<file path="config.mk">
export PLATFORM = sky130hd
export DESIGN_NAME = mem_access_ctrl
export DESIGN_NICKNAME = d
export VERILOG_FILES = /design/src/rtl/cpu_types_pkg.sv /design/src/rtl/mem_access_ctrl_sat_counter.sv /design/src/rtl/mem_access_ctrl.sv
export SDC_FILE = /design/constraint.sdc
export NUM_CORES = 1
export LEC_CHECK = 0
export CAP_MARGIN = 30
export CORE_MARGIN = 2
export CORE_UTILIZATION = 41
export CTS_CLUSTER_SIZE = 8
export DETAILED_ROUTE_END_ITERATION = 6
export GPL_TIMING_DRIVEN = 0
export PLACE_DENSITY = 0.81
export SLEW_MARGIN = 20
export SYNTH_ARGS = -nofsm -noshare
export SYNTH_HDL_FRONTEND = slang
export SYNTH_SLANG_ARGS = --single-unit
export TNS_END_PERCENT = 50
</file>
<file path="constraint.sdc">
create_clock -name CLK -period 1.97 [get_ports CLK]
set_input_delay 0.394 -clock CLK [delete_from_list [all_inputs] [get_ports CLK]]
set_output_delay 0.394 -clock CLK [all_outputs]
set_load 0.1 [all_outputs]
</file>
<file path="src/rtl/cpu_types_pkg.sv">
// Shared CPU datapath types: the machine word and the memory-stage controller states.
package cpu_types_pkg;

  localparam int WORD_W = 32;

  typedef logic [WORD_W-1:0] word_t;

  typedef enum logic [1:0] {
    IDLE = 2'd0,
    REQ  = 2'd1,
    DONE = 2'd2
  } memctl_state_t;

endpackage

</file>
<file path="src/rtl/mem_access_ctrl_sat_counter.sv">
// Free-running up-counter that sticks at all-ones instead of wrapping.
module sat_counter #(
  parameter int W = 16
) (
  input  logic         clk,
  input  logic         rst_n,
  input  logic         inc_i,
  output logic [W-1:0] count_o
);

  logic [W-1:0] count_q;
  logic [W-1:0] count_d;

  always_comb begin
    count_d = count_q;
    if (inc_i && (count_q != '1)) begin
      count_d = count_q + W'(1);
    end
  end

  always_ff @(posedge clk or negedge rst_n) begin
    if (!rst_n) begin
      count_q <= '0;
    end else begin
      count_q <= count_d;
    end
  end

  assign count_o = count_q;

endmodule

</file>
<file path="src/rtl/mem_access_ctrl.sv">
// Memory-stage data-access controller: holds one load/store request on the cache
// port until dhit, captures load data and stalls the pipeline meanwhile.
module mem_access_ctrl
  import cpu_types_pkg::*;
#(
  parameter int DATA_W = 32,
  parameter int ADDR_W = 32,
  parameter int CNT_W  = 16
) (
  input  logic              CLK,
  input  logic              nRST,
  input  logic              ren_i,
  input  logic              wen_i,
  input  logic [ADDR_W-1:0] addr_i,
  input  logic [DATA_W-1:0] store_i,
  input  logic              halt_i,
  input  logic              flush,
  input  logic              dhit,
  input  logic [DATA_W-1:0] dmemload,
  output logic              dmemREN,
  output logic              dmemWEN,
  output logic [ADDR_W-1:0] dmemaddr,
  output logic [DATA_W-1:0] dmemstore,
  output logic [DATA_W-1:0] load_o,
  output logic              mem_stall,
  output logic              done_o,
  output logic              halt_o,
  output logic [CNT_W-1:0]  wait_cnt
);

  memctl_state_t     state_q, state_d;
  logic [ADDR_W-1:0] addr_q, addr_d;
  logic [DATA_W-1:0] store_q, store_d;
  logic [DATA_W-1:0] load_q, load_d;
  logic              req_ren_q, req_ren_d;
  logic              req_wen_q, req_wen_d;
  logic              halt_q, halt_d;

  logic access;
  logic in_req;

  assign access = (ren_i | wen_i) & ~flush & ~halt_q;
  assign in_req = (state_q == REQ);

  // A simultaneous ren/wen is latched as a store only; flush only matters before launch.
  always_comb begin
    state_d   = state_q;
    addr_d    = addr_q;
    store_d   = store_q;
    load_d    = load_q;
    req_ren_d = req_ren_q;
    req_wen_d = req_wen_q;
    halt_d    = halt_q;
    case (state_q)
      IDLE: begin
        if (access) begin
          addr_d    = addr_i;
          store_d   = store_i;
          req_wen_d = wen_i;
          req_ren_d = ren_i & ~wen_i;
          state_d   = REQ;
        end else if (halt_i && !flush) begin
          halt_d = 1'b1;
        end
      end
      REQ: begin
        if (dhit) begin
          if (req_ren_q) begin
            load_d = dmemload;
          end
          state_d = DONE;
        end
      end
      DONE:    state_d = IDLE;
      default: state_d = IDLE;
    endcase
  end

  always_ff @(posedge CLK or negedge nRST) begin
    if (!nRST) begin
      state_q   <= IDLE;
      addr_q    <= '0;
      store_q   <= '0;
      load_q    <= '0;
      req_ren_q <= 1'b0;
      req_wen_q <= 1'b0;
      halt_q    <= 1'b0;
    end else begin
      state_q   <= state_d;
      addr_q    <= addr_d;
      store_q   <= store_d;
      load_q    <= load_d;
      req_ren_q <= req_ren_d;
      req_wen_q <= req_wen_d;
      halt_q    <= halt_d;
    end
  end

  // Stall through the whole REQ window so the latches only move on the DONE edge,
  // when load_o already holds the returned data.
  assign mem_stall = in_req | ((state_q == IDLE) & access);
  assign dmemREN   = in_req & req_ren_q;
  assign dmemWEN   = in_req & req_wen_q;
  assign dmemaddr  = addr_q;
  assign dmemstore = store_q;
  assign load_o    = load_q;
  assign done_o    = (state_q == DONE);
  assign halt_o    = halt_q;

  sat_counter #(
    .W(CNT_W)
  ) u_wait_cnt (
    .clk    (CLK),
    .rst_n  (nRST),
    .inc_i  (in_req & ~dhit),
    .count_o(wait_cnt)
  );

endmodule
</file>
Yosys cells after proc, flatten, opt, wreduce, memory -nomap -nowiden:

Cells that the tools add are included.

* bitwise logic cells: 14
* $add $sub $neg: 1
* mux-type cells: 3
* reduce and logical (&&, ||, !) cells: 8
* equality and inequality tests: 5

Operators with widths (number)
* 16-bit by 1-bit adder with 16-bit output (second input constant): 1
* 16-bit inequality test (second input constant): 1
* 1-bit AND: 7
* 3-bit AND reduction: 2
* 1-bit NOT: 5
* 2-bit 2-to-1 mux: 2
* 2-bit inequality test (second input constant): 2
* 2-bit case mux with 2 select lines: 1
* 2-bit AND reduction: 2
* 2-bit by 1-bit == test with 1-bit output (second input constant): 1
* 2-bit == test (second input constant): 1
* 1-bit logical AND: 2
* 2-bit logical NOT: 1
* 1-bit OR: 2
* 1-bit logical NOT: 1

* bits in registers: 117
* input bits: 103

Depth between registers and ports, before layout:

Gate-level depths: netlist of run 1.

* depth after elaboration: 5
* gate-level depth with buffers: 5

Cells and area by module:

A second synthesis of run 1 with hierarchy kept.

* cell total of the unflattened synthesis: 297
* area, all modules: 4667.0 um2

By module, submodules not included
* mem_access_ctrl: seq. area each 2527.4 um2, area an instance 3807.4 um2, instances 1, cells each 225
* sat_counter: seq. area each 400.4 um2, area an instance 859.6 um2, instances 1, cells each 72

Worst setup path after synthesis of run 1:

No wires, ideal clock.

* kind: register -> register
* from: reg u_wait_cnt.count_q[0] (netlist: u_wait_cnt.count_o[0])
* to: reg u_wait_cnt.count_q[1] (netlist: u_wait_cnt.count_o[1])
* arrival time: 2.252 ns
* path buffers: 0
* slack: -0.409 ns
* cell stages (with the launch flop): 6
* data required time: 1.843 ns
* period minus slack after synthesis: 2.379 ns
* setup time: 0.127 ns
* path through: dfrtp_1 ha_1 nand3_1 nor4_4 nor2_2 mux2_4

* longest elaborated chain between the ends: 2
* elaborated cells between the ends (all ways): 3

Ends and longest elaborated chain
* start: declaration: RTL line mem_access_ctrl_sat_counter.sv:11 `logic [W-1:0] count_q;`
* start signal: assignment: RTL line mem_access_ctrl_sat_counter.sv:25 `count_q <= count_d;`
* branches (longest 2 deep; another with 16-bit by 1-bit adder with 16-bit output)

Parallel ways; which one is timed is not known.
A chain may end at the register's enable or synchronous reset.

Final worst setup path of run 1:

* from: reg state_q[0]
* to: out mem_stall

* longest elaborated chain between the ends: 3
* elaborated cells between the ends (all ways): 4

Ends and longest elaborated chain
* start: declaration: RTL line mem_access_ctrl.sv:31 `memctl_state_t state_q, state_d;`
* start signal: assignment: RTL line mem_access_ctrl.sv:89 `state_q <= state_d;`
* 2-bit logical NOT: RTL line mem_access_ctrl.sv:101 `assign mem_stall = in_req | ((state_q == IDLE) & access);`
* 1-bit AND: RTL line mem_access_ctrl.sv:101
* 1-bit OR *: RTL line mem_access_ctrl.sv:101
* end: declaration: RTL line mem_access_ctrl.sv:25 `output logic mem_stall,`

Mark *: on every way between the ends. The rest lies on a longest branch, timed or not.

==> results.ini, run 1 <==
[die]
die_h_um = 109.5
coreArea_mm2 = 0.01084
die_w_um = 109.5
rows = 38
die_area_mm2 = 0.01200
ios = 220
start_util = 0.4213

[timing]
setup_ws_ns = -0.2853
finalHoldViolations = 0
worst_pin_slew_ns = 0.5883
setup_viol = 11
relSlewSlack = 0.6097
period_minus_slack_ns = 2.255
slew_violations = 0
clock_skew_ns = 0.007609
fin_crit_sh = 1.145
max_freq_mhz = 443.4
rsz0062_at_grt = yes

[cts]
cts_sinks = 117
cts.clk_slew.worst_paths_ns = 0.05
cts_buffer_depth = 2
htreeDepth = 4
cts_tree = done
numCtsBuffers = 17
clkLatencyLatePin_ns = 0.50
cts-root-buf = clkbuf_8

[setup_path]
crit_fanout = 4
cp-end-kind = primary output
reg2reg_to = dmemaddr[2]
cp.arrival_ns = 1.86
r2r_start = state_q[0]
r2r_setup_slack_ns = -0.06
cp.required_ns = 1.58
worstSetupPathType = reg2out
setup.worst_path.start_class = flip-flop
rr_worst_depth = 6

[layout]
final_cell_area_mm2 = 0.007779
stdcell_count = 686
drive_above_1_share = 0.5220
register_area_mm2 = 0.002957
nets = 638
antenna_cells = 0
synthToLayoutAreaGrowth_pct = 70.33
nFillCells = 736
multiInputGateArea_mm2 = 0.001602
final_util = 0.7176

[run]
drv_cap = 0

[logic_synthesis]
netlist_area_mm2 = 0.004567
synth_edf_count = 0
synth_top_flop_cell = dfrtp_1
seq_area_frac_synth = 0.6411
ys_async_sr_fraction = 1.000
syn_nets = 396
synth_seq_cells = 117
synth_warnings = 0
synth_cell_type_count = 28
syn_avg_cell_area_um2 = 15.64
syn-instance-count = 292

[routing]
drt-pass1-iter-count = 4
wl_per_cell_um = 16.84
post-route-drc-count = 0
via_per_inst = 4.897
ant_nets = 0
wirelength_mm = 11.55
drtIter0Drc = 95
vias = 3359

[grt]
grt_pass1_wl_mm = 18.06
track_usage = 0.1997
grt_pass1_vias = 3655
antenna_found_initial = 0
grt_max_degree = 63
gr-total-overflow = 0

[run_status]
status = finished, violations left
violations = negative setup slack

[placement]
place_inst = 652
place_congestion = 0.8780
port_buffers = 219
dp_hpwl_mm = 8.512
pre_cts_ws_ns = -1.678
post_dp_cell_area_mm2 = 0.007002

[min_path]
hold_class = in2async

==> registers in the layout, summed over array words and instances (netlist names) <==
signal / flops
dmemstore: 32
state_q: 2
halt_o: 1
load_o: 32
req_wen_q: 1
u_wait_cnt.count_o: 16
req_ren_q: 1
dmemaddr: 32
==> metal layers <==
metal  up-vias  wire, µm  GRT usage
li1       1522         -          -
met1      1673      4172     0.2213
met2       139      6213     0.3448
met3        25       837    0.06461
met4         0       326    0.09855
met5         -         0          0
==> critical path: stages (launching register included) <==
cell and delay, ns:
dfrtp_1 0.42, nor3_4 0.22, nor3b_4 0.30, buf_12 0.14
or2_4 0.11, buf_12 0.17
==> layout by cell type (no fill, tap or decap), types with 2 or more instances in the layout <==
cell             instances
clkdlybuf4s15_2        111
clkdlybuf4s50_1        101
dfrtp_1                100
mux2_2                  98
clkbuf_16               16
dfrtp_2                 14
xor2_1                  13
nand2_1                  7
nand4_1                  6
nor3_1                   6
nor4_1                   5
buf_4                    4
clkbuf_4                 4
buf_2                    4
clkbuf_8                 4
clkinv_2                 4
and2_1                   3
nand2b_1                 3
clkinvlp_4               3
dfrtp_4                  3
nor2_1                   2
buf_12                   2
nand3_1                  2
nor3b_1                  2
o21ai_0                  2
clkbuf_1                 2
bufinv_16                2
buf_6                    2
clkdlybuf4s18_2          2
==> worst max path at each step <==
stage                    start               endpoint  cells after the start
floorplan           state_q[0]                 done_o                      1
global placement          nRST  u_wait_cnt.count_o[0]                      1
detailed placement       flush              mem_stall                      7
CTS                 state_q[0]              mem_stall                      5
global route        state_q[0]              mem_stall                      5
finish              state_q[0]              mem_stall                      5
==> area by class of cell <==
cell class | count | area share
well taps | 140 | 0.02252
multi-input cells | 164 | 0.2059
flip-flops and latches | 117 | 0.3801
inverters | 1 | 0.0004825
clock buffers | 22 | 0.05951
clock inverters | 9 | 0.01319
plain buffers | 9 | 0.009329
repair buffers | 224 | 0.3090
==> synthesized netlist by cell type (all sizes together), types with 2 or more instances <==
cell | count | area (µm²)
dfrtp | 117 | 2928
mux2 | 99 | 1119
xor2 | 13 | 113.9
buf | 10 | 57.55
nand2 | 7 | 26.28
nand4 | 7 | 58.81
nor3 | 7 | 35.03
nor4 | 6 | 52.55
and2 | 4 | 25.02
nand2b | 3 | 18.77
nor2 | 3 | 13.77
nor3b | 3 | 27.52
nand3 | 2 | 10.01
nor2b | 2 | 12.51
o21ai | 2 | 10.01
==> stage by stage <==
step	hold slack, ns	TNS [ns]
after floorplan	0.09841	-0.1453
after global placement	0.4827	-486.50
after detailed placement	0.3995	-27.04
after CTS	0.4374	-1.355
after global routing	0.4642	-2.377
final	0.4368	-0.8618
==> kinds of logic after synthesis <==
logic type	synth area share
xor gates and xnor gates	0.02493
AOI/OAI and AO/OA	0.004110
adders and majority gates	0.002739
and+or+nand+nor	0.06658
DFF	0.6411
muxes	0.2471
buffers and inverters	0.01342
==> what timing repair did <==
action                                  in CTS  in global routing
buffers inserted                             3                  0
endpoints found under the hold margin       55                  0
hold buffers                                 1                  0
pin swaps                                    1                  1
endpoints found under the setup margin     137                 43
resized for setup                          374                  6
Power of run 1 is not shown: default switching activity piles up to over one toggle a cycle in this logic, so the estimate is an artifact.
==> inputs of run 2 (changes only) <==
--- a/config.mk
+++ b/config.mk
@@ -12,6 +12,8 @@
 export DETAILED_ROUTE_END_ITERATION = 6
 export GPL_TIMING_DRIVEN = 0
 export PLACE_DENSITY = 0.81
+export RECOVER_POWER = 100
+export REMOVE_ABC_BUFFERS = 1
 export SLEW_MARGIN = 20
 export SYNTH_ARGS = -nofsm -noshare
 export SYNTH_HDL_FRONTEND = slang
==> run 2 against run 1 <==
The flow still finishes with violations (negative setup slack); cell area shrank 0.16%; utilization is 0.12 points lower; wire length fell by 2.8%; global-route usage decreased by 0.99 points; final cell count decreased by 0.29%; count of clock-buffer cells in the layout up 2; first-iteration DRC count rose by 19%; critical endpoint unchanged; highest routed layer unchanged.
==> results.ini, run 2 (synthesis gave the netlist of run 1 again) <==
[run_status]
status = finished, violations left
violations = negative setup slack

[layout]
final_common_cell = dfrtp_1
drive_above_1_share = 0.4871  ; -0.03485
nets = 635  ; -0.47%
register_area_mm2 = 0.002928  ; -0.97%
nFillCells = 741  ; +0.68%
synthToLayoutAreaGrowth_pct = 70.05
antenna_cells = 0  ; unchanged
multiInputGateArea_mm2 = 0.001613  ; +0.70%
final_util = 0.7164  ; -0.001154
stdcell_count = 684  ; -0.29%
final_cell_mix = 117 x dfrtp_1, 105 x clkdlybuf4s15_2, 101 x clkdlybuf4s50_1

[die]
coreArea_mm2 = 0.01084  ; unchanged
die_w_um = 109.5  ; unchanged
die_area_mm2 = 0.01200  ; unchanged
ios = 220  ; unchanged
rows = 38  ; unchanged
start_util = 0.4213  ; unchanged
die_h_um = 109.5  ; unchanged

[setup_path]
critPathMaxStageDelay_ns = 0.41  ; about the same
r2r_setup_slack_ns = 0.03  ; +0.09 ns
cp.arrival_ns = 1.82  ; -0.04 ns
rr_worst_depth = 7  ; +1
worstSetupPathType = reg2out
crit_fanout = 4  ; unchanged
r2r_start = state_q[0]
cpMaxStageDelayCell = dfrtp_1
reg2reg_to = dmemstore[13]
path_cells = nor3_2, nor3b_4, buf_6, or2_4, buf_12
path_delay_family = simple AND/OR/NAND/NOR gates
cp.required_ns = 1.58  ; about the same
setup.worst_path.start_class = flip-flop
cp-end-kind = primary output
worst-path-buf-inv = 2  ; unchanged

[grt]
grt_pass1_vias = 3464  ; -5.2%
gr-total-overflow = 0  ; unchanged
grt_max_degree = 64  ; +1.6%
grt_pass1_wl_mm = 17.06  ; -5.6%
track_usage = 0.1898  ; -0.009927
antenna_found_initial = 0  ; unchanged

[placement]
place_inst = 647  ; -0.77%
port_buffers = 219  ; unchanged
place_congestion = 0.7794  ; -11%
dp_hpwl_mm = 7.962  ; -6.5%

[timing]
fin_crit_sh = 1.122  ; -0.02259
finalHoldViolations = 0  ; unchanged
rsz0062_at_grt = yes
final.setup.tns_ns = -0.3007  ; +0.5611 ns
relSlewSlack = 0.6039  ; -0.005748
slew_violations = 0  ; unchanged
setup_ws_ns = -0.2408  ; +0.04451 ns
period_minus_slack_ns = 2.211  ; -0.04451 ns
setup_viol = 2  ; -9
clock_skew_ns = 0.007876  ; +0.0002671 ns
worst_pin_slew_ns = 0.5941  ; +0.005878 ns
max_freq_mhz = 452.3  ; +2.0%

[routing]
via_per_inst = 4.838  ; -1.2%
wl_per_cell_um = 16.41  ; -2.5%
wirelength_mm = 11.23  ; -2.8%
drtIter0Drc = 113  ; +19%
vias = 3309  ; -1.5%
drt-pass1-iter-count = 4  ; unchanged
post-route-drc-count = 0  ; unchanged
ant_nets = 0  ; unchanged

[min_path]
hold_class = in2async

[run]
drv_cap = 0  ; unchanged

[cts]
clkLatencyLatePin_ns = 0.51  ; about the same
cts.clk_slew.worst_paths_ns = 0.06  ; about the same
cts_tree = done
cts-root-buf = clkbuf_8
cts_buffer_depth = 2  ; unchanged
numCtsBuffers = 17  ; unchanged
cts_sinks = 117  ; unchanged
htreeDepth = 4  ; unchanged

run 2: changes by cell type in the layout (fill, tap and decap cells not counted), sizes merged:
| cell | before | now |
|---|---|---|
| clkdlybuf4s18 | 2 | 3 |
| clkdlybuf4s15 | 111 | 105 |
| buf | 14 | 20 |
| clkinv | 4 | 3 |
| clkbuf | 26 | 24 |
run 2: how the worst max path moves through the flow:
stage	start	endpoint	slack, ns	cells past startpoint
after floorplan	halt_o	mem_stall	-2.69	2
after global placement	flush	mem_stall	-4.68	5
after CTS	state_q[0]	mem_stall	-0.22	5
after global routing	state_q[0]	mem_stall	-0.31	5
final	state_q[0]	mem_stall	-0.24	5
after detailed placement	flush	mem_stall	-1.32	6
run 2: through the flow:
stage | hold slack, ns | area (µm²) | setup WS [ns]
detailed placement | 0.4225 | 6982 | -1.322
finish | 0.4292 | 7766 | -0.2408
CTS | 0.4526 | 7711 | -0.2220
global route | 0.4723 | 7766 | -0.3088
global placement | 0.4839 | 6877 | -4.680
floorplan | 0.09841 | 4509 | -2.687
run 2: cell type report:
type,instances,area share
inverters,1,0.0004833
flip-flops and latches,117,0.3770
well taps,140,0.02256
multi-input cells,164,0.2077
repair buffers,230,0.3179
clock inverters,8,0.01257
clock buffers,24,0.06187
run 2: repair_timing:
| item | in CTS | in global routing |
|---|---|---|
| hold endpoints to repair | 62 | 0 |
| setup endpoints to repair | 117 | 57 |
| hold buffers | 1 | 0 |
| setup buffers | 2 | 2 |
| pin swaps | 1 | 2 |
| resized for setup | 373 | 20 |
run 2: layer usage:
metal,global-route usage,vias to the layer above,part of all wire,routed length [µm]
met4,0.08499,0,0.019,217
met3,0.08299,14,0.093,1040
met5,0,-,0,0
met1,0.2068,1618,0.37,4169
li1,-,1531,-,-
met2,0.3197,146,0.52,5799
Power of run 2 is left out for the same reason.
==> inputs of run 3 (changes only) <==
--- a/config.mk
+++ b/config.mk
@@ -5,6 +5,7 @@
 export SDC_FILE = /design/constraint.sdc
 export NUM_CORES = 1
 export LEC_CHECK = 0
+export ABC_CLOCK_PERIOD_IN_PS = 1970
 export CAP_MARGIN = 30
 export CORE_MARGIN = 2
 export CORE_UTILIZATION = 41
@@ -13,7 +14,6 @@
 export GPL_TIMING_DRIVEN = 0
 export PLACE_DENSITY = 0.81
 export RECOVER_POWER = 100
-export REMOVE_ABC_BUFFERS = 1
 export SLEW_MARGIN = 20
 export SYNTH_ARGS = -nofsm -noshare
 export SYNTH_HDL_FRONTEND = slang
==> run 3 against run 2 <==
The flow still finishes with violations (negative setup slack); critical path type unchanged; die area unchanged; sequential share of layout area up 0.34 points; flip-flop and latch count did not move; first-iteration DRC count shrank 25%.
==> results.ini, run 3 (synthesis gave the netlist of run 1 again) <==
[die]
die_w_um = 109.5  ; unchanged
ios = 220  ; unchanged
coreArea_mm2 = 0.01084  ; unchanged
die_h_um = 109.5  ; unchanged
die_area_mm2 = 0.01200  ; unchanged
rows = 38  ; unchanged
start_util = 0.4213  ; unchanged

[run]
drv_cap = 0  ; unchanged

[cts]
cts-root-buf = clkbuf_8
cts_buffer_depth = 2  ; unchanged
numCtsBuffers = 17  ; unchanged
cts_sinks = 117  ; unchanged
cts.clk_slew.worst_paths_ns = 0.05  ; about the same
clkLatencyLatePin_ns = 0.50  ; about the same
cts_tree = done
htreeDepth = 4  ; unchanged

[timing]
whs_ns = 0.4972  ; +0.06804 ns
max_freq_mhz = 443.7  ; -1.9%
worst_pin_slew_ns = 1.452  ; +0.8574 ns
rsz0062_at_grt = yes
relSlewSlack = 0.03233  ; -0.5716
final.setup.tns_ns = -0.8748  ; -0.5741 ns
finalHoldViolations = 0  ; unchanged
clock_skew_ns = 0.007564  ; -0.0003119 ns
period_minus_slack_ns = 2.254  ; +0.04311 ns
setup_ws_ns = -0.2839  ; -0.04311 ns
setup_viol = 11  ; +9
fin_crit_sh = 1.144  ; +0.02188
slew_violations = 0  ; unchanged

[placement]
port_buffers = 219  ; unchanged
place_inst = 652  ; +0.77%
place_congestion = 0.8780  ; +13%
dp_hpwl_mm = 8.512  ; +6.9%

[setup_path]
cp.arrival_ns = 1.86  ; +0.04 ns
setup.worst_path.start_class = flip-flop
cp.required_ns = 1.58  ; about the same
crit_top_cell = buf_12
crit_fanout = 4  ; unchanged
worstSetupPathType = reg2out
critPathMaxStageDelay_ns = 0.42  ; about the same
cp-end-kind = primary output
cpMaxStageDelayCell = dfrtp_1
path_cells = nor3_4, nor3b_4, buf_12, or2_4, buf_12

[min_path]
hold_class = reg2reg

[grt]
track_usage = 0.1997  ; +0.009927
gr-total-overflow = 0  ; unchanged
grt_pass1_wl_mm = 18.06  ; +5.9%
grt_max_degree = 63  ; -1.6%
grt_pass1_vias = 3655  ; +5.5%
antenna_found_initial = 0  ; unchanged

[routing]
wl_per_cell_um = 16.86  ; +2.7%
drt-pass1-iter-count = 4  ; unchanged
ant_nets = 0  ; unchanged
wirelength_mm = 11.57  ; +3.0%
drtIter0Drc = 85  ; -25%
vias = 3357  ; +1.5%
post-route-drc-count = 0  ; unchanged
via_per_inst = 4.894  ; +1.2%

[run_status]
status = finished, violations left
violations = negative setup slack

[layout]
stdcell_count = 686  ; +0.29%
synthToLayoutAreaGrowth_pct = 69.78
antenna_cells = 0  ; unchanged
drive_above_1_share = 0.5092  ; +0.02203
nets = 638  ; +0.47%
final_cell_mix = 111 x clkdlybuf4s15_2, 106 x dfrtp_1, 101 x clkdlybuf4s50_1
final_util = 0.7153  ; -0.001154
final_common_cell = clkdlybuf4s15_2

==> run 3: path summary, 6_finish.rpt <==
| path | from | to | slack (ns) | depth (start not counted) |
|---|---|---|---|---|
| min in group asynchronous | nRST | dmemstore[5] | 0.79 | 2 |
| hold reg to reg | u_wait_cnt.count_o[15] | u_wait_cnt.count_o[15] | 0.50 | 1 |
| setup / recovery | state_q[0] | mem_stall | -0.28 | 5 |
| setup reg to reg | state_q[0] | dmemaddr[2] | -0.06 | 6 |
| hold / removal | u_wait_cnt.count_o[15] | u_wait_cnt.count_o[15] | 0.50 | 1 |
| max in group asynchronous | nRST | halt_o | 0.12 | 2 |
==> run 3: layout make-up <==
type	instances	area, µm²
clock buffer	22	462.9
clock inverter	9	102.6
multi-input combinational	164	1595
tap	140	175.2
sequential	117	2949
inverter	1	3.754
timing repair buffer	224	2397
fill	743	3087
buffer	9	67.56
==> run 3: repair_timing <==
item,4_1_cts,5_1_grt
hold buffers,1,0
gates cloned,0,0
gates resized for setup,374,6
setup buffers,3,0
pin swaps,1,1
endpoints found under the hold margin,55,0
setup endpoints to repair,137,43
==> run 3: metrics by stage <==
step	worst slack, ns	area (µm²)
floorplan	-0.1453	4606
global placement	-4.656	6973
detailed placement	-1.678	7002
CTS	-0.3423	7771
global route	-0.4010	7754
finish	-0.2839	7754
==> run 3: layer usage <==
metal / global-route usage / vias to the layer above / wire, µm
met5: 0 / - / 0
li1: - / 1521 / -
met4: 0.09855 / 0 / 330
met3: 0.06461 / 25 / 833
met2: 0.3448 / 135 / 6195
met1: 0.2213 / 1676 / 4209
==> run 3: worst max-delay path: cells and delay by family, from the launching register on <==
kind | cells | cell delay (ns)
buffers and inverters | 2 | 0.31
DFF | 1 | 0.42
and+or+nand+nor | 3 | 0.63
Power of run 3 is left out for the same reason.
